File: src/rtl/measure_position_multi_pkg.sv
// Shared types and helpers for the multi-channel centroid block.
// Holds the state encoding, width helper and default geometry.
package measure_position_multi_pkg;

  typedef enum logic [1:0] {
    ST_IDLE = 2'd0,
    ST_LOAD = 2'd1,
    ST_DIV  = 2'd2,
    ST_DONE = 2'd3
  } state_e;

  localparam int DEF_INPUT_WIDTH  = 11;
  localparam int DEF_NUM_CH       = 4;
  localparam int DEF_FRAME_X_MAX  = 640;
  localparam int DEF_FRAME_Y_MAX  = 480;
  localparam int DEF_COUNT_THRESH = 40;

  function automatic int clog2(input int v);
    int r;
    r = 0;
    for (int t = v - 1; t > 0; t = t >> 1)
      r = r + 1;
    return r;
  endfunction

endpackage

File: src/rtl/measure_position_multi_seq_divider.sv
// Restoring divider: one quotient bit per cycle, SUM_W cycles.
// quotient_o/done_o reflect the step completing on the current edge.
module measure_position_multi_seq_divider
  import measure_position_multi_pkg::*;
#(
  parameter int SUM_W   = 30,
  parameter int COUNT_W = 19,
  parameter int Q_W     = 11
) (
  input  logic               clk,
  input  logic               aresetn,
  input  logic               clr_i,
  input  logic               start_i,
  input  logic [SUM_W-1:0]   dividend_i,
  input  logic [COUNT_W-1:0] divisor_i,
  output logic [Q_W-1:0]     quotient_o,
  output logic               done_o
);

  localparam int CNT_W = clog2(SUM_W + 1);

  logic               act_q;
  logic [CNT_W-1:0]   cnt_q;
  logic [COUNT_W-1:0] rem_q;
  logic [COUNT_W-1:0] dvs_q;
  logic [SUM_W-1:0]   quo_q;

  logic [COUNT_W:0]   shf;
  logic               ge;
  logic [COUNT_W-1:0] rem_d;
  logic [SUM_W-1:0]   quo_d;

  always_comb begin
    shf = {rem_q, quo_q[SUM_W-1]};
    ge  = shf >= {1'b0, dvs_q};
    if (ge) begin
      rem_d = COUNT_W'(shf - {1'b0, dvs_q});
      quo_d = {quo_q[SUM_W-2:0], 1'b1};
    end else begin
      rem_d = shf[COUNT_W-1:0];
      quo_d = {quo_q[SUM_W-2:0], 1'b0};
    end
  end

  always_ff @(posedge clk or negedge aresetn) begin
    if (!aresetn) begin
      act_q <= 1'b0;
      cnt_q <= '0;
      rem_q <= '0;
      dvs_q <= '0;
      quo_q <= '0;
    end else if (clr_i) begin
      act_q <= 1'b0;
      cnt_q <= '0;
      rem_q <= '0;
      dvs_q <= '0;
      quo_q <= '0;
    end else if (start_i) begin
      act_q <= 1'b1;
      cnt_q <= CNT_W'(SUM_W);
      rem_q <= '0;
      dvs_q <= divisor_i;
      quo_q <= dividend_i;
    end else if (act_q) begin
      rem_q <= rem_d;
      quo_q <= quo_d;
      cnt_q <= cnt_q - CNT_W'(1);
      if (cnt_q == CNT_W'(1))
        act_q <= 1'b0;
    end
  end

  assign done_o     = act_q && (cnt_q == CNT_W'(1));
  assign quotient_o = quo_d[Q_W-1:0];

endmodule

File: src/rtl/measure_position_multi.sv
// Per-channel pixel count / coordinate sums over a frame, then
// centroids through a pair of shared sequential dividers.
module measure_position_multi
  import measure_position_multi_pkg::*;
#(
  parameter int INPUT_WIDTH  = DEF_INPUT_WIDTH,
  parameter int NUM_CH       = DEF_NUM_CH,
  parameter int FRAME_X_MAX  = DEF_FRAME_X_MAX,
  parameter int FRAME_Y_MAX  = DEF_FRAME_Y_MAX,
  parameter int COUNT_THRESH = DEF_COUNT_THRESH
) (
  input  logic                          clk,
  input  logic                          aresetn,
  input  logic                          enable,
  input  logic                          pix_valid,
  input  logic [INPUT_WIDTH-1:0]        vga_x,
  input  logic [INPUT_WIDTH-1:0]        vga_y,
  input  logic [NUM_CH-1:0]             mask,
  output logic [NUM_CH*INPUT_WIDTH-1:0] x_position,
  output logic [NUM_CH*INPUT_WIDTH-1:0] y_position,
  output logic [NUM_CH-1:0]             obj_found,
  output logic                          xy_valid,
  output logic                          busy,
  output logic                          overrun
);

  localparam int COUNT_W =
    clog2((FRAME_X_MAX + 1) * (FRAME_Y_MAX + 1) + 1);
  localparam int SUM_W = INPUT_WIDTH + COUNT_W;
  localparam int CH_W  = (NUM_CH > 1) ? clog2(NUM_CH) : 1;
  localparam int PAD_W = SUM_W - INPUT_WIDTH;
  localparam logic [CH_W-1:0] LAST_CH = CH_W'(NUM_CH - 1);

  logic [COUNT_W-1:0] cnt_q    [NUM_CH];
  logic [SUM_W-1:0]   xs_q     [NUM_CH];
  logic [SUM_W-1:0]   ys_q     [NUM_CH];
  logic [COUNT_W-1:0] sn_cnt_q [NUM_CH];
  logic [SUM_W-1:0]   sn_xs_q  [NUM_CH];
  logic [SUM_W-1:0]   sn_ys_q  [NUM_CH];

  logic [INPUT_WIDTH-1:0] rx_q [NUM_CH];
  logic [INPUT_WIDTH-1:0] ry_q [NUM_CH];
  logic [NUM_CH-1:0]      rf_q;

  logic [NUM_CH*INPUT_WIDTH-1:0] xpos_q;
  logic [NUM_CH*INPUT_WIDTH-1:0] ypos_q;
  logic [NUM_CH-1:0]             found_q;
  logic                          ovr_q;

  state_e          st_q, st_d;
  logic [CH_W-1:0] ch_q, ch_d;

  logic fe, busy_w, take;
  logic start, stage, commit;
  logic xdone, ydone, div_done;
  logic [INPUT_WIDTH-1:0] qx, qy;
  logic cur_f;
  logic [INPUT_WIDTH-1:0] cur_x, cur_y;

  assign fe = pix_valid
           && (vga_x == INPUT_WIDTH'(FRAME_X_MAX))
           && (vga_y == INPUT_WIDTH'(FRAME_Y_MAX));
  assign busy_w = (st_q == ST_LOAD) || (st_q == ST_DIV);
  assign take   = enable && fe && !busy_w;

  // Live accumulators restart on every frame end, busy or not.
  always_ff @(posedge clk or negedge aresetn) begin
    if (!aresetn) begin
      for (int c = 0; c < NUM_CH; c++) begin
        cnt_q[c] <= '0;
        xs_q[c]  <= '0;
        ys_q[c]  <= '0;
      end
    end else if (!enable || fe) begin
      for (int c = 0; c < NUM_CH; c++) begin
        cnt_q[c] <= '0;
        xs_q[c]  <= '0;
        ys_q[c]  <= '0;
      end
    end else if (pix_valid) begin
      for (int c = 0; c < NUM_CH; c++) begin
        if (mask[c]) begin
          cnt_q[c] <= cnt_q[c] + COUNT_W'(1);
          xs_q[c]  <= xs_q[c] + {{PAD_W{1'b0}}, vga_x};
          ys_q[c]  <= ys_q[c] + {{PAD_W{1'b0}}, vga_y};
        end
      end
    end
  end

  always_ff @(posedge clk or negedge aresetn) begin
    if (!aresetn) begin
      for (int c = 0; c < NUM_CH; c++) begin
        sn_cnt_q[c] <= '0;
        sn_xs_q[c]  <= '0;
        sn_ys_q[c]  <= '0;
      end
    end else if (!enable) begin
      for (int c = 0; c < NUM_CH; c++) begin
        sn_cnt_q[c] <= '0;
        sn_xs_q[c]  <= '0;
        sn_ys_q[c]  <= '0;
      end
    end else if (take) begin
      for (int c = 0; c < NUM_CH; c++) begin
        sn_cnt_q[c] <= cnt_q[c];
        sn_xs_q[c]  <= xs_q[c];
        sn_ys_q[c]  <= ys_q[c];
      end
    end
  end

  always_comb begin
    st_d   = st_q;
    ch_d   = ch_q;
    start  = 1'b0;
    stage  = 1'b0;
    commit = 1'b0;
    unique case (st_q)
      ST_IDLE: begin
        if (take) begin
          st_d = ST_LOAD;
          ch_d = '0;
        end
      end
      ST_LOAD: begin
        start = 1'b1;
        st_d  = ST_DIV;
      end
      ST_DIV: begin
        if (div_done) begin
          stage = 1'b1;
          if (ch_q == LAST_CH) begin
            commit = 1'b1;
            st_d   = ST_DONE;
          end else begin
            ch_d = ch_q + CH_W'(1);
            st_d = ST_LOAD;
          end
        end
      end
      ST_DONE: begin
        st_d = take ? ST_LOAD : ST_IDLE;
        ch_d = '0;
      end
      default: st_d = ST_IDLE;
    endcase
  end

  always_ff @(posedge clk or negedge aresetn) begin
    if (!aresetn) begin
      st_q <= ST_IDLE;
      ch_q <= '0;
    end else if (!enable) begin
      st_q <= ST_IDLE;
      ch_q <= '0;
    end else begin
      st_q <= st_d;
      ch_q <= ch_d;
    end
  end

  measure_position_multi_seq_divider #(
    .SUM_W(SUM_W), .COUNT_W(COUNT_W), .Q_W(INPUT_WIDTH)
  ) u_div_x (
    .clk(clk), .aresetn(aresetn), .clr_i(!enable),
    .start_i(start),
    .dividend_i(sn_xs_q[ch_q]),
    .divisor_i(sn_cnt_q[ch_q]),
    .quotient_o(qx), .done_o(xdone)
  );

  measure_position_multi_seq_divider #(
    .SUM_W(SUM_W), .COUNT_W(COUNT_W), .Q_W(INPUT_WIDTH)
  ) u_div_y (
    .clk(clk), .aresetn(aresetn), .clr_i(!enable),
    .start_i(start),
    .dividend_i(sn_ys_q[ch_q]),
    .divisor_i(sn_cnt_q[ch_q]),
    .quotient_o(qy), .done_o(ydone)
  );

  assign div_done = xdone && ydone;

  // Below-threshold channels report the all-ones "no object" code.
  assign cur_f = sn_cnt_q[ch_q] >= COUNT_W'(COUNT_THRESH);
  assign cur_x = cur_f ? qx : '1;
  assign cur_y = cur_f ? qy : '1;

  always_ff @(posedge clk or negedge aresetn) begin
    if (!aresetn) begin
      for (int c = 0; c < NUM_CH; c++) begin
        rx_q[c] <= '0;
        ry_q[c] <= '0;
      end
      rf_q <= '0;
    end else if (!enable) begin
      for (int c = 0; c < NUM_CH; c++) begin
        rx_q[c] <= '0;
        ry_q[c] <= '0;
      end
      rf_q <= '0;
    end else if (stage) begin
      rx_q[ch_q] <= cur_x;
      ry_q[ch_q] <= cur_y;
      rf_q[ch_q] <= cur_f;
    end
  end

  // Last channel bypasses staging so all channels land together.
  always_ff @(posedge clk or negedge aresetn) begin
    if (!aresetn) begin
      xpos_q  <= '0;
      ypos_q  <= '0;
      found_q <= '0;
    end else if (!enable) begin
      xpos_q  <= '0;
      ypos_q  <= '0;
      found_q <= '0;
    end else if (commit) begin
      for (int c = 0; c < NUM_CH; c++) begin
        if (CH_W'(c) == ch_q) begin
          xpos_q[c*INPUT_WIDTH +: INPUT_WIDTH] <= cur_x;
          ypos_q[c*INPUT_WIDTH +: INPUT_WIDTH] <= cur_y;
          found_q[c] <= cur_f;
        end else begin
          xpos_q[c*INPUT_WIDTH +: INPUT_WIDTH] <= rx_q[c];
          ypos_q[c*INPUT_WIDTH +: INPUT_WIDTH] <= ry_q[c];
          found_q[c] <= rf_q[c];
        end
      end
    end
  end

  always_ff @(posedge clk or negedge aresetn) begin
    if (!aresetn)
      ovr_q <= 1'b0;
    else
      ovr_q <= enable && fe && busy_w;
  end

  assign x_position = xpos_q;
  assign y_position = ypos_q;
  assign obj_found  = found_q;
  assign xy_valid   = (st_q == ST_DONE);
  assign busy       = busy_w;
  assign overrun    = ovr_q;

endmodule
File: config.mk
export PLATFORM = sky130hd
export DESIGN_NAME = measure_position_multi
export DESIGN_NICKNAME = d
export VERILOG_FILES = /design/src/rtl/measure_position_multi_pkg.sv /design/src/rtl/measure_position_multi_seq_divider.sv /design/src/rtl/measure_position_multi.sv
export SDC_FILE = /design/constraint.sdc
export NUM_CORES = 2
export LEC_CHECK = 0
export CAP_MARGIN = 20
export CORE_MARGIN = 5
export CORE_UTILIZATION = 46
export DETAILED_ROUTE_END_ITERATION = 10
export SLEW_MARGIN = 20
export SYNTH_ARGS = -nofsm -noshare
export SYNTH_HDL_FRONTEND = slang
export SYNTH_HIERARCHICAL = 1
export SYNTH_SLANG_ARGS = --single-unit
File: constraint.sdc
create_clock -name clk -period 4.7 [get_ports clk]
set_input_delay 0.47 -clock clk [delete_from_list [all_inputs] [get_ports clk]]
set_output_delay 0.47 -clock clk [all_outputs]
set_load 0.1 [all_outputs]
Word level (Yosys, flattened, before mapping)
Index checks and enable logic that the tools add are counted.
- input port bits: 30
- register bits: 950
- logic and storage cells: 236
- output and inout bits: 95
- muxes and demuxes: 115
- equality and inequality tests: 21
- add/subtract/negate cells: 17
- bitwise gates (word level): 1
- reductions and logical operators: 27
- $lt $le $gt $ge: 7
- operators with widths (kind ; count):
    120-bit two-way mux ; 8
    30-bit two-way mux ; 18
    44-bit two-way mux ; 8
    19-bit two-way mux ; 16
    76-bit two-way mux ; 4
    30-bit by 11-bit adder with 30-bit output ; 8
    11-bit two-way mux ; 11
    30-bit binary-select mux with 2-bit select ; 2
    44-bit bitwise mux ; 2
    19-bit by 1-bit adder with 19-bit output, second input constant ; 4
    20-bit by 19-bit >= comparator with 1-bit output ; 2
    19-bit binary-select mux with 2-bit select ; 1
    19-bit subtractor ; 2
    5-bit two-way mux ; 6
    11-bit demux with 2-bit select ; 1
    1-bit two-way mux ; 22
    19-bit by 6-bit >= comparator with 1-bit output, second input constant ; 1
    2-bit two-way mux ; 8
    4-bit two-way mux ; 4
    11-bit by 10-bit equality test with 1-bit output, second input constant ; 1
    11-bit by 9-bit equality test with 1-bit output, second input constant ; 1
    5-bit by 1-bit equality test with 1-bit output, second input constant ; 2
    1-bit logical AND ; 10
    2-bit AND reduction ; 5
    24 further kinds ; 41

Logic depth before layout (Yosys ltp)
- depth in word-level cells: 9
- gate-level depth with buffers: 15
- depth with buffers taken out: 13

Modules after synthesis
The synthesis kept the hierarchy.
- modules (own cells, without submodules) (module ; sequential area each (µm²) ; instances ; area each (µm²) ; cells an instance):
    measure_position_multi ; 19969.2 ; 1 ; 39775.6 ; 4236
    measure_position_multi_seq_divider ; 1851.8 ; 2 ; 4714.5 ; 553

Worst setup path after synthesis
OpenSTA, ideal clock, no wires.
- kind: flip-flop to flip-flop
- from: register ch_q[1]
- to: register rx_q[34] in the netlist's numbering
- clock period less this slack: 3.046 ns
- data required time: 4.617 ns
- setup time: 0.083 ns
- buffers on the path: 7
- data arrival time: 2.964 ns
- setup slack: 1.654 ns
- stages on the path, launching flop included: 14
- cells stage by stage: dfrtp_1 -> clkbuf_1 -> buf_2 -> buf_1 -> buf_1 -> inv_1 -> ha_1 -> clkbuf_1 -> and2_1 -> clkbuf_1 -> nor2_1 -> clkbuf_1 -> nand2_1 -> o21ai_0
- word-level cells in the longest chain between the ends: 9
- elaborated cells on any way between the ends: 14
- those cells by class: order compare: 3; mux: 9; bitwise: 1; reduce/logical: 1
- ends and longest elaborated chain (what ; line ; source):
    start, declared ; measure_position_multi.sv:51 ; logic [CH_W-1:0] ch_q, ch_d;
    start signal, assigned ; measure_position_multi.sv:159 ; ch_q <= ch_d;
    2-bit inverter with 3-bit output (implied by the code) * ; measure_position_multi.sv:186, measure_position_multi.sv:204 ;
    19-bit binary-select mux with 2-bit select ; measure_position_multi.sv:186 ; assign cur_f = sn_cnt_q[ch_q] >= COUNT_W'(COUNT_THRESH);
    19-bit two-way mux (implied by the code) (2 in series) ; measure_position_multi.sv:186 ;
    19-bit by 6-bit >= comparator with 1-bit output ; measure_position_multi.sv:186 ;
    11-bit two-way mux ; measure_position_multi.sv:187 ; assign cur_x = cur_f ? qx : '1;
    44-bit bitwise mux * ; measure_position_multi.sv:204 ; rx_q[ch_q] <= cur_x;
    44-bit two-way mux * ; measure_position_multi.sv:203 ; end else if (stage) begin
    44-bit two-way mux * ; measure_position_multi.sv:197 ; end else if (!enable) begin
    end signal, assigned by index ; measure_position_multi.sv:204 ;
    end, declared ; measure_position_multi.sv:41 ; logic [INPUT_WIDTH-1:0] rx_q [NUM_CH];
Mark *: on every way between the ends. The rest lies on a longest branch, timed or not. The select of a mux whose other input is x is not followed.
A chain may end at the register's enable or synchronous reset.

Worst setup path after layout
- from: register st_q[0]
- to: output busy
- word-level cells in the longest chain between the ends: 2
- elaborated cells on any way between the ends: 3
- those cells by class: eq/ne: 2; reduce/logical: 1
- ends and longest elaborated chain (what ; line ; source):
    start, declared ; measure_position_multi.sv:50 ; state_e st_q, st_d;
    start signal, assigned ; measure_position_multi.sv:158 ; st_q <= st_d;
    2-bit by 1-bit equality test with 1-bit output or 2-bit equality test (tied branches) ; measure_position_multi.sv:63 ; assign busy_w = (st_q == ST_LOAD) || (st_q == ST_DIV);
    1-bit logical OR * ; measure_position_multi.sv:63 ;
    end, declared ; measure_position_multi.sv:23 ; output logic busy,
Mark *: on every way between the ends. The rest lies on a longest branch, timed or not.

==> impl_metrics.tcl <==
set metrics [dict create \
    antennaDiodeCount 0 \
    final_common_cell "nand2_1" \
    stdcell_area_um2 55200 \
    drc_errors 0 \
    clk_latency_ns 0.70 \
    antenna_found_initial 3 \
    synth_ff_type "dfrtp_1" \
    drive_gt1_share_pct 7.50 \
    worstSetupStartpointType "register" \
    cp.required_ns 4.23 \
    rows 120 \
    drtPass1Iterations 6 \
    synth_edf_count 0 \
    cts_made_buffers 104 \
    num_vias 39000 \
    rsz0062_at_grt "false" \
    comb_power_share_pct 23.7 \
    synth_cells 5342 \
    drt_iter0_drc 3131 \
    ys_seq_area_share_pct 48.1 \
    ys_async_sr_fraction_pct 100 \
    nNetsFinal 5496 \
    grt_pass1_wl_um 218000 \
    ff2ff_path_depth 13 \
    hold_start "enable" \
    crit_fanout 5 \
    cts_max_path_buffers 3 \
    leakage_uw 0.0236 \
    fin_skew_ns 0.0272 \
    tightest_slew_ns 1.12 \
    layout_common_cells "nand2_1, dfrtp_1, o21ai_0" \
    drt-wirelength-per-cell_um 20.3 \
    drv_slew 0 \
    netlist_area_um2 49200 \
    die_y_um 337 \
    max-cap-violations 0 \
    finalWeightedCongestion 0.870 \
    cts_tree "built" \
    status "finished clean" \
    fill_cells 9981 \
    hold_violations 0 \
    syn_to_final_growth_pct 12.2 \
    synth_top_area_share_pct 48.1 \
    synth-seq-cells 946 \
    die_w_um 337 \
    crit_path_cell_trace "inv_1, ha_1, clkdlybuf4s50_1" \
    min_period_ns 3.69 \
    core_area_um2 107000 \
    grt_pass1_vias 37300 \
    crit_slowest_cell "clkdlybuf4s50_1" \
    fin_hold_ws_ns 0.220 \
    tns_ns 0 \
    holdCritPathClass "in -> reg" \
    p_clk_share_pct 38.0 \
    period_share_pct 78.5 \
    rr_startpoint "u_div_y/quo_q[29]" \
    grt.total_usage_pct 24.1 \
    worstPathArrival_ns 3.22 \
    sequentialPowerShare_pct 38.3 \
    worst_setup_path_end_kind "primary output" \
    io_pins 125 \
    avgSynthCellArea_um2 9.21 \
    antenna_left 0 \
    rrSetupSlack_ns 1.12 \
    synthTopCellsByArea "dfrtp_1, nand2_1, o21ai_0, nor2_1, ha_1" \
    yosysWarnings 6 \
    switching_share_pct 32.0 \
    ys_types 90 \
    hold_path_end "sn_xs_q[67]" \
    p_int_uw 15200 \
    grt_overflow 0 \
    crit_type "reg -> out" \
    setup_violations 0 \
    grt_max_degree 183 \
    h-tree-depth 3 \
    root_buffer "clkbuf_16" \
    wl_um 138000 \
    hold_path_depth 3 \
    post_dp_cell_area_um2 51600 \
    fmax_mhz 271 \
    power_density_nw_per_um2 405 \
    vias_per_cell 5.73 \
    hpwl_um 93200 \
    syn_nets 5525 \
    vdd_ir_drop_max_mv 0.469 \
    power.switching_uw 7160 \
    cts.clk_slew.worst_paths_ns 0.06 \
    cts_sinks 946 \
    slowest_delay_ns 1.25 \
    slew-limit-headroom_pct 24.9 \
    r2r-end "y_position[33]" \
    io_buffer_count 124 \
    fp.dieArea_um2 114000 \
    start_util_pct 46.2 \
    synth_top_cell_by_area "dfrtp_1" \
]
==> metrics by stage <==
stage / setup WS (ns) / util (%) / power (µW) / cells
2_1_floorplan: 1.65 / - / 12700 / 5342
3_3_place_gp: 0.699 / 48.4 / 13900 / 6609
3_5_place_dp: 0.698 / 48.4 / 14000 / 6609
4_1_cts: 1.00 / 51.8 / 22500 / 6804
5_1_grt: 0.829 / 51.8 / 23400 / 6804
6_report: 1.01 / 51.8 / 22300 / 6804
==> power groups by stage <==
stage | combinational (µW) | sequential (µW) | clock (µW)
2_1_floorplan | 3920 | 8770 | 0
3_3_place_gp | 5210 | 8700 | 0
3_5_place_dp | 5260 | 8700 | 0
4_1_cts | 5280 | 8560 | 8670
5_1_grt | 5840 | 8580 | 8990
6_report | 5280 | 8560 | 8490
==> worst max-delay path by stage <==
stage               depth (start not counted)  slack [ns]   endpoint  startpoint
floorplan                                  13        1.65   rx_q[34]     ch_q[1]
CTS                                         3        1.00       busy     st_q[0]
global placement                            9        0.70   ys_q[85]    vga_y[1]
global route                                8        0.83   ry_q[38]     ch_q[0]
detailed placement                          8        0.70  xs_q[116]   vga_x[10]
finish                                      3        1.01       busy     st_q[0]
==> layout make-up <==
class                      instances  area (µm²)  share of cell area, %
multi-input combinational       3931       23500                   42.6
clock buffer                     160        3200                   5.79
clock inverter                    34         393                  0.712
sequential                       946       23700                   42.9
inverter                         110         420                  0.761
timing repair buffer             220        2240                   4.05
tap                             1403        1760                   3.18
==> routing by layer <==
layer / track usage, % / up-vias / part of all wire [%]
li1: - / 18500 / -
met1: 35.8 / 19300 / 47
met2: 36.8 / 1005 / 45
met3: 3.97 / 196 / 5.6
met4: 6.30 / 2 / 2.5
met5: 0 / - / 0.0094
==> worst max-delay path: cells and delay by family (launching register included) <==
family | cells | cell delay (ns)
flops | 1 | 0.47
fa+ha+maj | 1 | 0.65
buf+inv | 2 | 1.39
==> cells in the mapped netlist, types with 59 or more instances <==
cell / instances
nand2_1: 1091
dfrtp_1: 946
o21ai_0: 584
nor2_1: 541
a21oi_1: 281
clkbuf_1: 211
xnor2_1: 145
ha_1: 143
xor2_1: 110
inv_1: 108
mux2i_1: 104
nand3_1: 100
mux4_2: 79
nor3_1: 76
o221ai_1: 66
buf_2: 63
a21o_1: 59
==> kinds of logic after synthesis <==
group	Yosys count	synth area share, %
AND/OR/NAND/NOR	2057	17.8
AO/OA/AOI/OAI	1281	15.5
flip-flops	946	48.1
buffers and inverters	465	4.20
XOR/XNOR	255	4.54
multiplexers	185	5.78
adder cells (fa/ha/maj)	153	4.04
==> sequential cells by signal, summed over array words and instances, names as in the netlist, 19 cells and up <==
| register | flops |
|---|---|
| sn_xs_q | 120 |
| sn_ys_q | 120 |
| xs_q | 120 |
| ys_q | 120 |
| cnt_q | 76 |
| sn_cnt_q | 76 |
| x_position | 44 |
| y_position | 44 |
| rx_q | 33 |
| ry_q | 33 |
| u_div_x/quo_q | 30 |
| u_div_y/quo_q | 30 |
| u_div_x/dvs_q | 19 |
| u_div_x/rem_q | 19 |
| u_div_y/dvs_q | 19 |
| u_div_y/rem_q | 19 |
==> repair_timing <==
action                                 4_1_cts  5_1_grt
endpoints found under the hold margin       84        0
gates resized for setup                      0        0
buffers inserted                             0        0
hold buffers                                 1        0
No activity file was read; power rests on OpenSTA's default activity.
